`src/rtl/spi_slave_engine_if.sv`:
```
// rtl/spi_slave_engine_if.sv - SPI pins, mode select and TX/RX word handshake bundle for spi_slave_engine
interface spi_slave_engine_if #(parameter int DATA_WIDTH = 8);
  logic                  i_sclk;
  logic                  i_cs_n;
  logic                  i_mosi;
  logic                  o_miso;
  logic                  o_miso_oe;
  logic                  i_cpol;
  logic                  i_cpha;
  logic [DATA_WIDTH-1:0] i_tx_data;
  logic                  i_tx_valid;
  logic                  o_tx_ready;
  logic [DATA_WIDTH-1:0] o_rx_data;
  logic                  o_rx_valid;
  logic                  o_busy;
  logic                  o_frame_err;
  logic                  o_tx_underrun;

  modport slave (
    input  i_sclk, i_cs_n, i_mosi, i_cpol, i_cpha, i_tx_data, i_tx_valid,
    output o_miso, o_miso_oe, o_tx_ready, o_rx_data, o_rx_valid,
    output o_busy, o_frame_err, o_tx_underrun
  );

  modport master (
    output i_sclk, i_cs_n, i_mosi, i_cpol, i_cpha, i_tx_data, i_tx_valid,
    input  o_miso, o_miso_oe, o_tx_ready, o_rx_data, o_rx_valid,
    input  o_busy, o_frame_err, o_tx_underrun
  );
endinterface

```
`src/rtl/spi_slave_engine.sv`:
```
// rtl/spi_slave_engine.sv - oversampled SPI slave with TX holding register; SPI_SLAVE_MODE_SEL_EN enables modes 0-3
module spi_slave_engine #(
  parameter int DATA_WIDTH = 8
) (
  input logic           i_clk,
  input logic           i_reset,
  spi_slave_engine_if.slave bus
);
  localparam int CW = $clog2(DATA_WIDTH);
  localparam logic [CW-1:0] LAST = CW'(DATA_WIDTH - 1);

  typedef enum logic [1:0] {IDLE, LOAD, SHIFT} state_t;
  state_t state, state_nxt;

  logic cpol, cpha, idle_sclk;

`ifdef SPI_SLAVE_MODE_SEL_EN
  logic cpol_q, cpha_q;
  always_ff @(posedge i_clk) begin
    if (i_reset || state == IDLE) begin
      cpol_q <= bus.i_cpol;
      cpha_q <= bus.i_cpha;
    end
  end
  assign cpol      = cpol_q;
  assign cpha      = cpha_q;
  assign idle_sclk = bus.i_cpol;
`else
  logic unused_mode;
  assign unused_mode = bus.i_cpol ^ bus.i_cpha;
  assign cpol      = 1'b0;
  assign cpha      = 1'b0;
  assign idle_sclk = 1'b0;
`endif

  logic [1:0] sclk_s, cs_s, mosi_s, sync_vld;
  logic       sclk_prev, cs_prev, armed;

  // armed only after a genuine (post-reset) CS-high sample, so a reset mid-frame
  // needs a full CS high->low cycle before the next frame can start
  always_ff @(posedge i_clk) begin
    if (i_reset) begin
      sclk_s    <= {2{idle_sclk}};
      cs_s      <= 2'b11;
      mosi_s    <= 2'b00;
      sync_vld  <= 2'b00;
      sclk_prev <= idle_sclk;
      cs_prev   <= 1'b1;
      armed     <= 1'b0;
    end else begin
      sclk_s    <= {sclk_s[0], bus.i_sclk};
      cs_s      <= {cs_s[0], bus.i_cs_n};
      mosi_s    <= {mosi_s[0], bus.i_mosi};
      sync_vld  <= {sync_vld[0], 1'b1};
      sclk_prev <= sclk_s[1];
      cs_prev   <= cs_s[1];
      if (sync_vld[1] && cs_s[1]) armed <= 1'b1;
    end
  end

  logic cs_fall, lead_edge, trail_edge, sample_edge, shift_edge;
  assign cs_fall     = armed & cs_prev & ~cs_s[1];
  assign lead_edge   = (sclk_s[1] ^ cpol) & ~(sclk_prev ^ cpol);
  assign trail_edge  = ~(sclk_s[1] ^ cpol) & (sclk_prev ^ cpol);
  assign sample_edge = cpha ? trail_edge : lead_edge;
  assign shift_edge  = cpha ? lead_edge : trail_edge;

  logic [CW-1:0]         bit_cnt;
  logic                  active, do_sample, do_shift, word_done, load_tx, frame_abort;

  always_ff @(posedge i_clk) begin
    if (i_reset) state <= IDLE;
    else         state <= state_nxt;
  end

  always_comb begin
    state_nxt   = state;
    active      = 1'b0;
    do_sample   = 1'b0;
    do_shift    = 1'b0;
    word_done   = 1'b0;
    load_tx     = 1'b0;
    frame_abort = 1'b0;
    case (state)
      IDLE: begin
        if (cs_fall) state_nxt = LOAD;
      end
      LOAD: begin
        active    = 1'b1;
        load_tx   = 1'b1;
        state_nxt = SHIFT;
      end
      SHIFT: begin
        active = 1'b1;
        if (cs_s[1]) begin
          state_nxt   = IDLE;
          frame_abort = (bit_cnt != '0);
        end else begin
          do_sample = sample_edge;
          // no shift before the first sample of a word: keeps the freshly loaded MSB
          do_shift  = shift_edge && (bit_cnt != '0);
          word_done = sample_edge && (bit_cnt == LAST);
          load_tx   = word_done;
        end
      end
      default: state_nxt = IDLE;
    endcase
  end

  logic [DATA_WIDTH-1:0] tx_sr, hold_data, rx_data;
  logic [DATA_WIDTH-2:0] rx_sr;
  logic                  hold_full, rx_valid, frame_err, underrun, urun_pend;

  // A mid-frame reload from an empty holding register defers its underrun pulse
  // to the first sample of the word that actually carries the filler, so the
  // trailing reload after a frame's last word never reports.
  always_ff @(posedge i_clk) begin
    if (i_reset) begin
      bit_cnt   <= '0;
      tx_sr     <= '0;
      hold_data <= '0;
      hold_full <= 1'b0;
      rx_sr     <= '0;
      rx_data   <= '0;
      rx_valid  <= 1'b0;
      frame_err <= 1'b0;
      underrun  <= 1'b0;
      urun_pend <= 1'b0;
    end else begin
      rx_valid  <= 1'b0;
      underrun  <= 1'b0;
      frame_err <= frame_abort;
      if (state != SHIFT) begin
        bit_cnt   <= '0;
        urun_pend <= 1'b0;
      end
      if (do_sample) begin
        rx_sr   <= {rx_sr[DATA_WIDTH-3:0], mosi_s[1]};
        bit_cnt <= word_done ? '0 : bit_cnt + CW'(1);
        if (bit_cnt == '0 && urun_pend) begin
          underrun  <= 1'b1;
          urun_pend <= 1'b0;
        end
        if (word_done) begin
          rx_data  <= {rx_sr, mosi_s[1]};
          rx_valid <= 1'b1;
        end
      end
      if (do_shift) tx_sr <= {tx_sr[DATA_WIDTH-2:0], 1'b0};
      if (bus.i_tx_valid && !hold_full) begin
        hold_data <= bus.i_tx_data;
        hold_full <= 1'b1;
      end
      if (load_tx) begin
        if (hold_full) begin
          tx_sr     <= hold_data;
          hold_full <= 1'b0;
        end else begin
          tx_sr <= '1;
          if (state == LOAD) underrun  <= 1'b1;
          else               urun_pend <= 1'b1;
        end
      end
    end
  end

  assign bus.o_miso        = active & tx_sr[DATA_WIDTH-1];
  assign bus.o_miso_oe     = active;
  assign bus.o_busy        = active;
  assign bus.o_tx_ready    = ~hold_full;
  assign bus.o_rx_data     = rx_data;
  assign bus.o_rx_valid    = rx_valid;
  assign bus.o_frame_err   = frame_err;
  assign bus.o_tx_underrun = underrun;
endmodule
```
`src/flat_wrapper.sv`:
```
// flat-port wrapper written by rule: the top's interface ports become plain ports
module spi_slave_engine_flat 
#(
  parameter int DATA_WIDTH = 8
)
  (i_clk, i_reset, bus_i_sclk, bus_i_cs_n, bus_i_mosi, bus_i_cpol, bus_i_cpha, bus_i_tx_data, bus_i_tx_valid, bus_o_miso, bus_o_miso_oe, bus_o_tx_ready, bus_o_rx_data, bus_o_rx_valid, bus_o_busy, bus_o_frame_err, bus_o_tx_underrun);
  spi_slave_engine_if #(.DATA_WIDTH(DATA_WIDTH)) bus_i ();
  input logic i_clk;
  input logic i_reset;
  input wire logic [$bits(bus_i.i_sclk)-1:0] bus_i_sclk;
  input wire logic [$bits(bus_i.i_cs_n)-1:0] bus_i_cs_n;
  input wire logic [$bits(bus_i.i_mosi)-1:0] bus_i_mosi;
  input wire logic [$bits(bus_i.i_cpol)-1:0] bus_i_cpol;
  input wire logic [$bits(bus_i.i_cpha)-1:0] bus_i_cpha;
  input wire logic [$bits(bus_i.i_tx_data)-1:0] bus_i_tx_data;
  input wire logic [$bits(bus_i.i_tx_valid)-1:0] bus_i_tx_valid;
  output wire logic [$bits(bus_i.o_miso)-1:0] bus_o_miso;
  output wire logic [$bits(bus_i.o_miso_oe)-1:0] bus_o_miso_oe;
  output wire logic [$bits(bus_i.o_tx_ready)-1:0] bus_o_tx_ready;
  output wire logic [$bits(bus_i.o_rx_data)-1:0] bus_o_rx_data;
  output wire logic [$bits(bus_i.o_rx_valid)-1:0] bus_o_rx_valid;
  output wire logic [$bits(bus_i.o_busy)-1:0] bus_o_busy;
  output wire logic [$bits(bus_i.o_frame_err)-1:0] bus_o_frame_err;
  output wire logic [$bits(bus_i.o_tx_underrun)-1:0] bus_o_tx_underrun;
  assign bus_i.i_sclk = bus_i_sclk;
  assign bus_i.i_cs_n = bus_i_cs_n;
  assign bus_i.i_mosi = bus_i_mosi;
  assign bus_i.i_cpol = bus_i_cpol;
  assign bus_i.i_cpha = bus_i_cpha;
  assign bus_i.i_tx_data = bus_i_tx_data;
  assign bus_i.i_tx_valid = bus_i_tx_valid;
  assign bus_o_miso = bus_i.o_miso;
  assign bus_o_miso_oe = bus_i.o_miso_oe;
  assign bus_o_tx_ready = bus_i.o_tx_ready;
  assign bus_o_rx_data = bus_i.o_rx_data;
  assign bus_o_rx_valid = bus_i.o_rx_valid;
  assign bus_o_busy = bus_i.o_busy;
  assign bus_o_frame_err = bus_i.o_frame_err;
  assign bus_o_tx_underrun = bus_i.o_tx_underrun;
  spi_slave_engine #(.DATA_WIDTH(DATA_WIDTH)) u_core (.i_clk(i_clk), .i_reset(i_reset), .bus(bus_i));
endmodule
```
`config.mk`:
```
export PLATFORM = sky130hd
export DESIGN_NAME = spi_slave_engine_flat
export DESIGN_NICKNAME = d
export VERILOG_FILES = /design/src/rtl/spi_slave_engine_if.sv /design/src/rtl/spi_slave_engine.sv /design/src/flat_wrapper.sv
export SDC_FILE = /design/constraint.sdc
export NUM_CORES = 1
export LEC_CHECK = 0
export ABC_CLOCK_PERIOD_IN_PS = 1900
export BUFFER_PORTS_ARGS = -buffer_cell sky130_fd_sc_hd__buf_2
export CAP_MARGIN = 20
export CORE_UTILIZATION = 28
export DETAILED_ROUTE_END_ITERATION = 8
export GPL_TIMING_DRIVEN = 1
export PLACE_DENSITY = 0.56
export SLEW_MARGIN = 10
export SYNTH_ARGS = -nofsm -noshare
export SYNTH_HDL_FRONTEND = slang
export SYNTH_SLANG_ARGS = --single-unit
```
`constraint.sdc`:
```
create_clock -name i_clk -period 1.9 [get_ports i_clk]
set_input_delay 0.285 -clock i_clk [delete_from_list [all_inputs] [get_ports i_clk]]
set_output_delay 0.285 -clock i_clk [all_outputs]
set_load 0.01 [all_outputs]
```
==> out/metrics.csv, run 1 <==
stage;metric;value;unit
sta;setup ws final;194;ps
power;Comb power frac;14.2;%
yosys;Post-synth EDFFs;0;
detailed_routing;DRT antenna net count;0;
sta;period utilization;89.8;%
clocking;CTS tree;done;
detailed_routing;initial drt markers;81;
sta;fmax;586;MHz
power;sequential group share of total power;55.6;%
layout;ANT cells;0;
layout;layout cells sized above 1;19.3;%
grt;largest net degree at the start of global routing;37;
layout;area of the multi-input gates;880;um2
layout;post-route insts no fill;345;
power;Pleak;0.980;nW
yosys;post-synth top area share;51.7;%
layout;register area;1040;um2
place;routability cong.;0.713;
power;Int Power;1.53;mW
yosys;Unique masters post-synth;28;
detailed_routing;DRT Wirelength;3.80;mm
power;net switching power;570;uW
yosys;Synth Register Bits;52;
setup_path;CP arrival;1420;ps
sta;Tmin final;1710;ps
die;core area;6870;um2
detailed_routing;met2 WL post-DR;1.65;mm
die;Initial Util;29.3;%
layout;Layout area overhead;17.1;%
detailed_routing;Max Used Layer;met4;
yosys;most frequent cells after synthesis;52 x dfxtp_1, 48 x nand2_1, 28 x a21oi_1;
setup_path;Worst Path Required;1620;ps
sta;Fin. Hold Viols;0;
min_path;WHS Path Cells;2;
clocking;Skew-Pair Late Insertion Delay;310;ps
place;worst slack, placed;187;ps
detailed_routing;DRT met1 WL;1.94;mm
yosys;main area contributors after synthesis;dfxtp_1 52%, nand2_1 9.0%, a21oi_1 7.0%, mux2i_1 4.5%, ha_1 4.4%;
sta;final setup violation count;0;
layout;fill cell count;745;
clocking;Reg clk slew, reported paths;90;ps
yosys;synthesized instance count;222;
setup_path;Worst R2R Setup Slack;210;ps
setup_path;peak fanout along the critical path;5;
detailed_routing;Pre-Repair DR Iteration Count;4;
setup_path;R2R cell count;7;
sta;Slew @ Worst Pin;646;ps
die;total die area;7530;um2
place;I/O Buffers;28;
detailed_routing;met3 WL;148;um
grt;number of global-route vias before repair;1349;
yosys;post-synthesis mux area share;4.48;%
die;I/O pin total;31;
clocking;clk root buf;clkbuf_8;
detailed_routing;vias per cell;4.40;
min_path;Hold/Removal Path Class;input port to flip-flop;
setup_path;worst r2r src;u_core.state[0]$_SDFFE_PP0P_;
sta;RSZ-0062 raised after global routing;no;
clocking;postcts setup bufs;0;
sta;final clock skew;14.1;ps
power;Sw Share;27.1;%
detailed_routing;Wirelength per Cell;11.0;um
grt;GRT overflow;0;
yosys;Post-Synthesis Cell Area;2010;um2
clocking;# H-tree levels;2;
power;power share of the clock group;30.2;%
place;Detail Placement HPWL;2.62;mm
die;cell row count;30;
clocking;Clock Path Buffers;2;
yosys;complex-gate fraction of the synthesized area;12.6;%
yosys;Synth async-reset ratio;0;%
yosys;Ys Warns;0;
yosys;post-synthesis xor/xnor area fraction;0;%
die;Die H;86.8;um
min_path;Hold EP;u_core.cs_s[0]$_SDFF_PP1_;
yosys;area leader, netlist;dfxtp_1;
yosys;most common cell in the netlist;dfxtp_1;
yosys;synthesized area per cell;9.06;um2
job;MaxCap Viol Count;0;
die;Die Width;86.8;um
grt;initial antenna violation count;0;
detailed_routing;vias;1517;
run_status;status;finished, final reports clean;
sta;Final Max Tran Viols;0;
setup_path;WS Path Type;flip-flop to output pin;
yosys;largest family of logic cells by synthesized area;simple AND/OR/NAND/NOR gates;
yosys;Post-Synth Adder-Cell Area;4.35;%
grt;first-pass GRT wire length;6.55;mm
setup_path;r2r endpoint;u_core.tx_sr[7]$_SDFFE_PP0P_;
grt;GRT Util Overall;11.3;%
power;maximum vdd ir drop;0.000335;V
yosys;synthesized net count;245;
min_path;Hold Path Origin;bus_i_cs_n;
detailed_routing;Residual DRC;0;
place;Placed Cells;337;
setup_path;Crit. End Element;output pin;
clocking;CTS buffer count;5;
yosys;sequential area share after synthesis;51.7;%
sta;setup TNS;0;ps
layout;# nets final;271;
setup_path;CP Launch Type;flip-flop;
yosys;ys flop type;dfxtp_1;
sta;Slew headroom;56.9;%
power;Power per Cell Area;893;nW/um2
sta;Min Hold Slack;166;ps
clocking;CTS Sinks;52;
yosys;simple-gate share of the synthesized area;22.1;%
[critical path, stage by stage, from the launching register on]
cell	delay [ps]
dfxtp_1	360
inv_1	90
ha_1	370
and2_1	180
buf_2	130
[sequential cells by signal, summed over array words and instances (netlist names), 3 cells and up]
register              count
u_core.bus.o_rx_data      8
u_core.tx_sr              8
u_core.bit_cnt            3
u_core.rx_sr              7
u_core.hold_data          8
[layout by cell type (no fill, tap or decap), drive strengths merged]
master,count
a22oi,3
nand2,48
a21oi,28
and2,1
nand4b,2
or2,3
clkinvlp,1
dfxtp,52
nand2b,1
buf,33
a32oi,1
and3,2
nor2b,9
ha,7
nor3,9
nand3b,1
nand3,2
inv,7
a211oi,8
clkinv,1
o211ai,1
and3b,1
nand4bb,1
mux2i,9
clkbuf,5
nor3b,1
nor2,12
[per-layer routing]
| layer | vias to the layer above | global-route usage, % |
|---|---|---|
| met2 | 24 | 16.6 |
| met4 | 0 | 4.09 |
| met3 | 6 | 3.81 |
| li1 | 797 | - |
| met5 | - | 0 |
| met1 | 690 | 15.2 |
[how the worst max path moves through the flow]
stage,start,cells past startpoint,endpoint,slack (ps)
floorplan,u_core.state[0]$_SDFFE_PP0P_,7,u_core.tx_sr[6]$_SDFFE_PP0P_,190
global placement,u_core.state[0]$_SDFFE_PP0P_,7,u_core.tx_sr[4]$_SDFFE_PP0P_,220
finish,u_core.state[0]$_SDFFE_PP0P_,4,bus_o_miso,190
global route,u_core.state[0]$_SDFFE_PP0P_,7,u_core.tx_sr[0]$_SDFFE_PP0P_,50
CTS,u_core.state[0]$_SDFFE_PP0P_,7,u_core.tx_sr[7]$_SDFFE_PP0P_,160
detailed placement,u_core.state[0]$_SDFFE_PP0P_,7,u_core.tx_sr[7]$_SDFFE_PP0P_,190
[through the flow]
step | total power [mW] | area (um2) | util [%]
global placement | 1.49 | 2260 | 32.9
global route | 2.22 | 2360 | 34.3
CTS | 2.14 | 2350 | 34.2
finish | 2.10 | 2360 | 34.3
floorplan | 1.40 | 2010 | -
detailed placement | 1.49 | 2260 | 32.9
[power by group through the flow]
stage	sequential [mW]	clock (mW)	combinational [mW]
finish	1.17	0.636	0.298
global route	1.18	0.719	0.326
CTS	1.17	0.667	0.300
detailed placement	1.20	0	0.298
global placement	1.19	0	0.293
floorplan	1.19	0	0.214
[cell families (layout without fill, tap and decap cells)]
logic type | Yosys count | after routing
and+or+nand+nor | 93 | 93
adders and majority gates | 7 | 7
buffers and inverters | 20 | 47
muxes | 9 | 9
AOI/OAI and AO/OA | 41 | 41
DFF | 52 | 52
[layout make-up]
cell class,instances,area share [%]
clock buffer,5,2.92
clock inverter,3,0.903
inverter,6,0.956
multi-input combinational,150,37.3
sequential,52,44.2
tap,96,5.10
timing repair buffer,33,8.60
[timing repair]
item                                    in CTS  in global routing
hold buffers                                 0                  0
endpoints found under the hold margin        0                  0
endpoints found under the setup margin       0                  7
resized for setup                            0                  2
Note: power is estimated with default switching activity, not from simulation.
==> inputs of run 2 (changes only) <==
Settings changed: ABC_AREA set to 1.
==> out/metrics.csv, run 2 <==
stage;metric;value;unit;change
min_path;Hold/Removal Path Class;input port to flip-flop;;
clocking;CTS buffer count;5;;unchanged
yosys;sequential area share after synthesis;49.7;%;-2.0 points
grt;number of global-route vias before repair;1609;;+19%
yosys;synthesized area per cell;7.75;um2;-14%
yosys;post-synthesis xor/xnor area fraction;0;%;unchanged
sta;final clock skew;3.70;ps;-10.4 ps
setup_path;worst-path cell chain;inv_1 > ha_1 > nand2_1 > inv_1 > buf_2;;
power;power share of the clock group;26.6;%;-3.6 points
die;Die H;88.5;um;+2.0%
clocking;# H-tree levels;2;;unchanged
place;routability cong.;0.754;;+5.7%
yosys;ys flop type;dfxtp_1;;
detailed_routing;Pre-Repair DR Iteration Count;4;;unchanged
layout;Layout area overhead;16.4;%;
die;cell row count;31;;+3.3%
sta;setup ws final;153;ps;-41.1 ps
detailed_routing;Residual DRC;0;;unchanged
layout;fill cell count;796;;+6.8%
die;Initial Util;28.9;%;-0.43 points
setup_path;R2R cell count;8;;+1
yosys;simple-gate share of the synthesized area;27.8;%;+5.7 points
sta;period utilization;91.9;%;+2.2 points
setup_path;family with the most delay on the worst path;adder cells;;
sta;Slew @ Worst Pin;559;ps;-87.3 ps
clocking;CTS Sinks;52;;unchanged
layout;area of the multi-input gates;895;um2;+1.7%
detailed_routing;initial drt markers;112;;+38%
layout;register area;1040;um2;unchanged
clocking;clk root buf;clkbuf_8;;
yosys;Ys Warns;0;;unchanged
detailed_routing;vias;1752;;+15%
setup_path;peak fanout along the critical path;7;;+2
power;Comb power frac;22.6;%;+8.4 points
yosys;Synth Register Bits;52;;unchanged
yosys;synthesized net count;293;;+20%
clocking;postcts setup bufs;0;;unchanged
power;Power per Cell Area;1000;nW/um2;+12%
sta;RSZ-0062 raised after global routing;no;;
yosys;most common cell in the netlist;dfxtp_1;;
clocking;Skew-Pair Late Insertion Delay;300;ps;about the same
detailed_routing;vias per cell;4.38;;-0.39%
yosys;Synth async-reset ratio;0;%;unchanged
detailed_routing;Wirelength per Cell;10.6;um;-4.1%
yosys;Post-synth EDFFs;0;;unchanged
layout;# nets final;323;;+19%
setup_path;Crit. End Element;output pin;;
power;Pleak;1.06;nW;+8.1%
power;net switching power;751;uW;+32%
sta;Tmin final;1750;ps;+41.1 ps
sta;fmax;573;MHz;-2.4%
clocking;Post-CTS Resized;0;;unchanged
power;sequential group share of total power;50.9;%;-4.7 points
power;total power;2.44;mW;+16%
die;core area;7250;um2;+5.6%
yosys;synthesized instance count;270;;+22%
grt;GRT overflow;0;;unchanged
layout;post-route insts no fill;400;;+16%
yosys;complex-gate fraction of the synthesized area;10.8;%;-1.8 points
place;Placed Cells;392;;+16%
sta;setup TNS;0;ps;unchanged
grt;initial antenna violation count;0;;unchanged
setup_path;Worst Path Required;1620;ps;about the same
power;maximum vdd ir drop;0.000350;V;+4.4%
setup_path;Crit path top cell by count;inv_1;;
setup_path;CP Buf/Inv Count;3;;+1
power;Sw Share;30.8;%;+3.7 points
place;Detail Placement HPWL;2.92;mm;+11%
grt;GRT Util Overall;11.9;%;+0.66 points
clocking;Clock Path Buffers;2;;unchanged
place;worst slack, placed;243;ps;+56.2 ps
sta;final setup violation count;0;;unchanged
detailed_routing;DRT Wirelength;4.23;mm;+11%
die;I/O pin total;31;;unchanged
yosys;most frequent cells after synthesis;52 x dfxtp_1, 42 x nor2_1, 37 x nand2_1, 37 x nand3_1, 27 x inv_1;;
layout;commonest non-fill, non-tap cell in the layout;dfxtp_1;;
setup_path;CP arrival;1460;ps;+40 ps
sta;Fin. Hold Viols;0;;unchanged
layout;final core occ;33.6;%;-0.71 points
yosys;area leader, netlist;dfxtp_1;;
job;MaxCap Viol Count;0;;unchanged
yosys;post-synthesis mux area share;0;%;-4.5 points
place;I/O Buffers;28;;unchanged
yosys;Post-Synth Adder-Cell Area;4.18;%;-0.17 points
clocking;CTS tree;done;;
yosys;main area contributors after synthesis;dfxtp_1 50%, nand3_1 8.8%, nor2_1 7.5%, nand2_1 6.6%, a21oi_1 6.2%;;
grt;largest net degree at the start of global routing;32;;-14%
min_path;WHS Path Cells;2;;unchanged
run_status;status;finished, final reports clean;;
clocking;Reg clk slew, reported paths;90;ps;about the same
layout;most frequent cells in the layout;52 x dfxtp_1, 42 x nor2_1, 37 x nand2_1, 37 x nand3_1, 28 x buf_2;;
yosys;Unique masters post-synth;21;;-25%
yosys;largest family of logic cells by synthesized area;simple AND/OR/NAND/NOR gates;;
yosys;Post-Synthesis Cell Area;2090;um2;+4.0%
die;Die Width;88.5;um;+2.0%
sta;Final Max Tran Viols;0;;unchanged
setup_path;Critical Path Stages;5;;+1
clocking;cts hold-fix bufs;0;;unchanged
sta;Slew headroom;62.7;%;+5.8 points
power;Int Power;1.68;mW;+9.9%
die;total die area;7830;um2;+4.0%
setup_path;CP Launch Type;flip-flop;;
setup_path;WS Path Type;flip-flop to output pin;;
yosys;post-synth top area share;49.7;%;-2.0 points
detailed_routing;DRT antenna net count;0;;unchanged
layout;layout cells sized above 1;17.3;%;-2.0 points
layout;ANT cells;0;;unchanged
setup_path;crit-path max cell delay;480;ps;+110 ps
setup_path;CP max stage cell;ha_1;;
grt;first-pass GRT wire length;7.19;mm;+9.8%
[run 2: changes by cell type in the layout (fill, tap and decap cells not counted), moves of 9 or more]
cell and delta:
nand2_1 -11, inv_1 +21, nor3_1 -9, nand3_1 +35, o21ai_0 +18, nor2_1 +30
mux2i_1 -9
[run 2: power by group through the flow]
stage	Sequential (mW)	Combinational (mW)	Clock [mW]
after floorplan	1.25	0.432	0
after global routing	1.25	0.631	0.724
after CTS	1.24	0.556	0.672
final	1.24	0.549	0.647
after global placement	1.26	0.538	0
after detailed placement	1.26	0.553	0
[run 2: per-layer routing]
metal	vias up	wire length (um)	part of all wire (%)	global-route usage, %
met2	22	1900	45	19.5
met4	0	55	1.3	3.96
met3	6	142	3.4	3.08
met5	-	0	0	0
met1	801	2130	50	15.3
li1	923	-	-	-
[run 2: path summary, 6_finish.rpt]
kind / start / to / slack [ps]
worst max-delay path: u_core.state[0]$_SDFFE_PP0P_ / bus_o_miso / 150
worst min-delay path: bus_i_cs_n / u_core.cs_s[0]$_SDFF_PP1_ / 160
worst max register to register: u_core.state[0]$_SDFFE_PP0P_ / u_core.rx_sr[3]$_SDFFE_PP0P_ / 220
worst min register to register: u_core.sync_vld[0]$_DFF_P_ / u_core.sync_vld[1]$_SDFF_PP0_ / 410
[run 2: logic make-up (layout without fill, tap and decap cells)]
kind of cell	Yosys count	in the layout
and+or+nand+nor	128	128
DFF	52	52
AOI/OAI and AO/OA	45	45
buffers and inverters	38	69
adders and majority gates	7	7
[run 2: per-stage QoR]
step / instance area, um2 / hold slack, ps
3_5_place_dp: 2340 / 395
2_1_floorplan: 2090 / 381
3_3_place_gp: 2340 / 391
5_1_grt: 2440 / 143
6_report: 2440 / 160
4_1_cts: 2440 / 152
[run 2: final cells by class]
type                    instances  area share [%]
flip-flops and latches         52            42.7
clock inverters                 1           0.308
inverters                      28            4.31
multi-input cells             180            36.7
clock buffers                   7            3.54
repair buffers                 33            7.29
well taps                      99            5.08
[run 2: worst register-to-register path, cell delays in order, from the launching register on]
cell and delay (ps):
dfxtp_1 320, inv_1 110, ha_1 240, nand2_2 110, nor2_4 180, buf_4 230
inv_1 140, o21ai_0 180, a21oi_1 50
